===== config.mk =====
export PLATFORM = sky130hd
export DESIGN_NAME = s27_array
export DESIGN_NICKNAME = d
export VERILOG_FILES = /design/src/rtl/s27_array.sv
export SDC_FILE = /design/constraint.sdc
export NUM_CORES = 1
export LEC_CHECK = 0
export BUFFER_PORTS_ARGS = -buffer_cell sky130_fd_sc_hd__buf_2
export CAP_MARGIN = 20
export CORE_MARGIN = 3
export CORE_UTILIZATION = 35
export CTS_CLUSTER_SIZE = 40
export DETAILED_ROUTE_END_ITERATION = 8
export GPL_ROUTABILITY_DRIVEN = 1
export GPL_TIMING_DRIVEN = 0
export SYNTH_ARGS = -nofsm -noshare
export SYNTH_HDL_FRONTEND = slang
export SYNTH_SLANG_ARGS = --single-unit

===== constraint.sdc =====
create_clock -name CK -period 0.8 [get_ports CK]
set_input_delay 0.16 -clock CK [delete_from_list [all_inputs] [get_ports CK]]
set_output_delay 0.16 -clock CK [all_outputs]
set_load 0.01 [all_outputs]

===== src/rtl/s27_array.sv =====
// s27_array: CHANNELS independent s27 cores sharing clock, reset and clock enable,
// with an OUT_STAGES-deep output pipeline on G17 and a state observation port.
// Define S27_SCAN_EN to add a scan chain (SE/SI/SO) through every state flop.
module s27_array #(
  parameter int CHANNELS   = 4,
  parameter int OUT_STAGES = 1
) (
  input  logic                  CK,
  input  logic                  RN,
  input  logic                  CE,
  input  logic [CHANNELS-1:0]   G0,
  input  logic [CHANNELS-1:0]   G1,
  input  logic [CHANNELS-1:0]   G2,
  input  logic [CHANNELS-1:0]   G3,
  output logic [CHANNELS-1:0]   G17,
  output logic [3*CHANNELS-1:0] STATE
`ifdef S27_SCAN_EN
  ,
  input  logic                  SE,
  input  logic                  SI,
  output logic                  SO
`endif
);

  localparam int NS = 3 * CHANNELS;

  logic [NS-1:0]       state_q;
  logic [NS-1:0]       state_d;
  logic [NS-1:0]       func_next_s;
  logic                pipe_en_s;

  logic [CHANNELS-1:0] g5_s;
  logic [CHANNELS-1:0] g6_s;
  logic [CHANNELS-1:0] g7_s;
  logic [CHANNELS-1:0] g8_s;
  logic [CHANNELS-1:0] g9_s;
  logic [CHANNELS-1:0] g10_s;
  logic [CHANNELS-1:0] g11_s;
  logic [CHANNELS-1:0] g12_s;
  logic [CHANNELS-1:0] g13_s;
  logic [CHANNELS-1:0] g14_s;
  logic [CHANNELS-1:0] g15_s;
  logic [CHANNELS-1:0] g16_s;
  logic [CHANNELS-1:0] g17c_s;

  // Core i keeps {G7,G6,G5} at [3i+2:3i]; this order is also the scan order.
  for (genvar i = 0; i < CHANNELS; i++) begin : g_core_map
    assign g5_s[i]            = state_q[3*i];
    assign g6_s[i]            = state_q[3*i+1];
    assign g7_s[i]            = state_q[3*i+2];
    assign func_next_s[3*i]   = g10_s[i];
    assign func_next_s[3*i+1] = g11_s[i];
    assign func_next_s[3*i+2] = g13_s[i];
  end

  // The s27 netlist is purely bitwise, so every core is evaluated in parallel.
  assign g14_s  = ~G0;
  assign g8_s   = g14_s & g6_s;
  assign g12_s  = ~(G1 | g7_s);
  assign g15_s  = g12_s | g8_s;
  assign g16_s  = G3 | g8_s;
  assign g9_s   = ~(g16_s & g15_s);
  assign g11_s  = ~(g5_s | g9_s);
  assign g10_s  = ~(g14_s | g11_s);
  assign g13_s  = ~(G2 | g12_s);
  assign g17c_s = ~g11_s;

  // Next-state selection: scan shift, functional update, or hold.
  always_comb begin
    state_d   = state_q;
    pipe_en_s = 1'b0;
`ifdef S27_SCAN_EN
    if (SE) begin
      state_d   = {state_q[NS-2:0], SI};
      pipe_en_s = 1'b0;
    end else if (CE) begin
      state_d   = func_next_s;
      pipe_en_s = 1'b1;
    end else begin
      state_d   = state_q;
      pipe_en_s = 1'b0;
    end
`else
    if (CE) begin
      state_d   = func_next_s;
      pipe_en_s = 1'b1;
    end else begin
      state_d   = state_q;
      pipe_en_s = 1'b0;
    end
`endif
  end

  // State flops of all cores.
  always_ff @(posedge CK or negedge RN) begin
    if (!RN) begin
      state_q <= '0;
    end else begin
      state_q <= state_d;
    end
  end

  assign STATE = state_q;

`ifdef S27_SCAN_EN
  assign SO = state_q[NS-1];
`endif

  if (OUT_STAGES == 0) begin : g_comb_out
    assign G17 = g17c_s;
  end else begin : g_pipe_out
    logic [OUT_STAGES-1:0][CHANNELS-1:0] pipe_q;
    logic [OUT_STAGES-1:0][CHANNELS-1:0] pipe_d;

    // Output pipeline advances only on enabled functional cycles.
    always_comb begin
      pipe_d = pipe_q;
      if (pipe_en_s) begin
        pipe_d[0] = g17c_s;
        for (int k = 1; k < OUT_STAGES; k++) begin
          pipe_d[k] = pipe_q[k-1];
        end
      end else begin
        pipe_d = pipe_q;
      end
    end

    // Output pipeline flops.
    always_ff @(posedge CK or negedge RN) begin
      if (!RN) begin
        pipe_q <= '0;
      end else begin
        pipe_q <= pipe_d;
      end
    end

    assign G17 = pipe_q[OUT_STAGES-1];
  end

endmodule


Word level (Yosys, flattened, before mapping)
Cells that the tools add are included.
{ "totals": {"latchBits": 0, "ram_bits": 0, "romBits": 0, "elab_cells": 18, "register_bits": 16, "inputBits": 19, "memories": 0} }
{ "op_classes": {"magnitude_cmp": 0, "eq_ne": 0, "n_shift": 0, "add_sub_neg": 0, "mul": 0, "bitwise_logic": 15, "n_div": 0, "n_reduce_logical": 0, "muxes": 1} }
{ "op_table": {"columns": ["operator", "count"], "rows": [
  ["$not 4->4", 7],
  ["$or 4x4->4", 6],
  ["$and 4x4->4", 2],
  ["$mux 1", 1]
]} }

Depth between registers and ports, before layout
{ "logic_depth": {"ltp_word": 9, "mapped_depth": 4} }

Worst setup path before layout
No wires, ideal clock.
{ "synth_path": {"path_type": "flip-flop to flip-flop", "startpoint": "register state_q[11] (netlist: STATE[11])", "endpoint": "register state_q[10] (netlist: STATE[10])", "stages_incl_launch_ff": 3, "required_ns": 0.733, "arrival_time_ns": 0.816, "path_buffers": 0, "setup_slack_ns": -0.084, "path_cell_list": "dfrtp_1 nor3b_2 a32o_1"} }
{ "synth_between": {"elab_chain_len": 7} }
{ "synth_lines": {"columns": ["element", "line_no", "text"], "rows": [
  ["start: declaration", "27", "logic [NS-1:0] state_q;"],
  ["start signal: assignment", "99", "state_q <= state_d;"],
  ["$or 4x4->4", "59", "assign g12_s = ~(G1 | g7_s);"],
  ["$not 4->4", "59", null],
  ["$or 4x4->4", "60", "assign g15_s = g12_s | g8_s;"],
  ["$and 4x4->4", "62", "assign g9_s = ~(g16_s & g15_s);"],
  ["$not 4->4", "62", null],
  ["$or 4x4->4", "63", "assign g11_s = ~(g5_s | g9_s);"],
  ["$not 4->4", "63", null]
]} }
Every way passes these cells.
A chain may end at the register's enable or synchronous reset.

Worst setup path after layout
{ "layout_path": {"startpoint": "register state_q[2] (netlist: STATE[2])", "endpoint": "output port STATE[2]"} }
{ "layout_lines": {"columns": ["element", "line_no", "text"], "rows": [
  ["end: declaration", "16", "output logic [3*CHANNELS-1:0] STATE"]
]} }
No word-level cell between the ends.

==> results.json <==
{
  "start_kind": "register",
  "crit_buf_inv": 1,
  "arrival_ns": 0.85,
  "final_hold_viol_count": 0,
  "synth_commonest_cells": "dfrtp_1 (16), a21oi_1 (12), mux2i_1 (8)",
  "netlist.area_leader.share": 0.520,
  "synth_enable_flop_cells": 0,
  "yosysMostFrequentCell": "dfrtp_1",
  "grt_antenna_before_repair": 0,
  "slew_headroom": 0.759,
  "synth-seq-cells": 16,
  "stdcell_count": 142,
  "post_drt_wl_per_cell_um": 12.6,
  "cts_tree": "done",
  "grt-ovfl-total": 0,
  "dieArea_mm2": 0.00280,
  "ys_seq_area_frac": 0.520,
  "clkSinkCount": 16,
  "grt_max_degree": 17,
  "path_cells": "buf_2",
  "avgSynthCellArea_um2": 12.0,
  "end_kind": "output pin",
  "htreeDepth": 1,
  "drv_slew": 0,
  "syn_area_um2": 769,
  "first_global_vias": 632,
  "io_pins": 35,
  "status": "finished with violations",
  "cp_top_family": "flip-flops",
  "cts-root-buf": "clkbuf_4",
  "worstMarginPinSlew_ns": 0.362,
  "cp_data_required_time_ns": 0.64,
  "min-delay-path-class": "in2reg",
  "ys_warn_count": 0,
  "clk_latency_ns": 0.28,
  "hpwl_um": 1190,
  "synth.distinct_cells": 12,
  "vias": 693,
  "drt_first_iter_violations": 4,
  "drc": 0,
  "clockBufferDepth": 2,
  "crit_fanout": 3,
  "numCtsBuffers": 3,
  "netlist_instances": 64,
  "ir_drop_mv": 0.966,
  "syn-num-nets": 83,
  "p_per_area_mw_per_mm2": 1800,
  "path_class": "reg2out",
  "violations": "negative setup slack",
  "fmax_ghz": 0.987,
  "port_buffers": 33,
  "cp_slowest_cell": "dfrtp_1",
  "first_pass_iters": 4,
  "nets": 135,
  "synth_top_area_cell": "dfrtp_1",
  "min_period_ns": 1.01,
  "p_leak_nw": 0.586,
  "synthArstFlopShare": 1.00,
  "rows": 16,
  "die_height_um": 52.9,
  "globalplace.congestion": 0.696,
  "track_usage": 0.138,
  "die-width_um": 52.9,
  "setup_viol": 28,
  "skew_ns": 0.00110,
  "core_mm2": 0.00202,
  "drt-vias-per-instance": 4.88,
  "rsz0062_at_grt": "true",
  "insertedDiodeCount": 0,
  "initial_utilization": 0.381,
  "ant_nets": 0,
  "clk_pin_slew_ns": 0.10,
  "cap_violations": 0,
  "fillers": 201,
  "synth_flop_cell": "dfrtp_1",
  "area_growth_pct": 53.0,
  "slowest_delay_ns": 0.42,
  "fin_setup_tns_ns": -4.14,
  "layout_worst_path_cycle_share": 1.27,
  "yosys-top-cells-area": "dfrtp_1 (52%), mux2i_1 (10%), a21oi_1 (7.8%)",
  "setup_ws_ns": -0.214,
  "grt_pass1_wl_um": 2840,
  "drt_wl_total_um": 1790,
  "dp.cells": 124,
  "drive_gt1_frac": 0.539
}
[power breakdown]
| part | leakage [nW] | switching [mW] | total, mW | internal [mW] |
|---|---|---|---|---|
| clock | 0.0210 | 0.256 | 0.533 | 0.277 |
| sequential | 0.192 | 0.0632 | 0.967 | 0.903 |
| combinational | 0.374 | 0.278 | 0.622 | 0.344 |
| total | 0.586 | 0.597 | 2.12 | 1.52 |
[path summary, 6_finish.rpt]
kind	start	endpoint	slack [ns]	cells past startpoint
worst max-delay path	STATE[2]	STATE[2]	-0.21	1
worst min-delay path	G2[2]	STATE[8]	0.03	2
worst max register to register	STATE[2]	STATE[1]	-0.18	3
worst min register to register	G17[2]	G17[2]	0.52	2
max in group asynchronous	RN	STATE[4]	0.22	2
min in group asynchronous	RN	STATE[0]	0.31	2
[flip-flops by register name (all words and copies together) (netlist names)]
signal  flops
G17         4
STATE      12
[cells by family (layout without fill, tap and decap cells)]
group                  after synthesis  after routing  synth area share
buffers and inverters                8             59            0.0829
AOI/OAI and AO/OA                   24             24             0.195
muxes                                8              8             0.104
and+or+nand+nor                      8              8            0.0976
DFF                                 16             16             0.520
[through the flow]
step / area [um^2] / utilization / hold slack, ns / power [mW] / setup WS, ns
after floorplan: 769 / - / -0.136 / 1.23 / -0.0590
after global placement: 968 / 0.479 / 0.0983 / 1.42 / -0.0861
after detailed placement: 968 / 0.479 / 0.0990 / 1.43 / -0.0938
after CTS: 1110 / 0.548 / 0.0271 / 2.07 / -0.209
after global routing: 1180 / 0.582 / 0.0226 / 2.27 / -0.263
final: 1180 / 0.582 / 0.0298 / 2.12 / -0.214
[metal layers]
layer,global-route usage,vias to the layer above,wire length [um]
met2,0.213,24,870
met3,0.0394,2,127
met4,0.0383,0,11
met1,0.188,331,779
met5,0,-,0
li1,-,336,-
[cells in the final DEF (no fill, tap or decap), types with 4 or more instances in the layout]
cell	n
o31ai_1	4
inv_1	5
o21ai_0	4
buf_6	8
a32o_1	4
a21oi_1	10
dfrtp_1	16
buf_4	7
buf_2	32
mux2i_1	8
[what timing repair did]
action / 4_1_cts / 5_1_grt
buffers inserted: 10 / 3
pin swaps: 8 / 3
endpoints found under the hold margin: 16 / 0
setup endpoints to repair: 28 / 29
gates resized for setup: 5 / 8
hold buffers: 1 / 0
gates cloned: 0 / 0
[layout make-up]
type,count,area (um^2),area share
buffer,3,45.0,0.0383
clock buffer,4,36.3,0.0308
inverter,5,18.8,0.0159
tap,27,33.8,0.0287
sequential,16,400,0.340
multi-input combinational,40,342,0.290
timing repair buffer,47,302,0.256
Note: power is estimated with default switching activity, not from simulation.
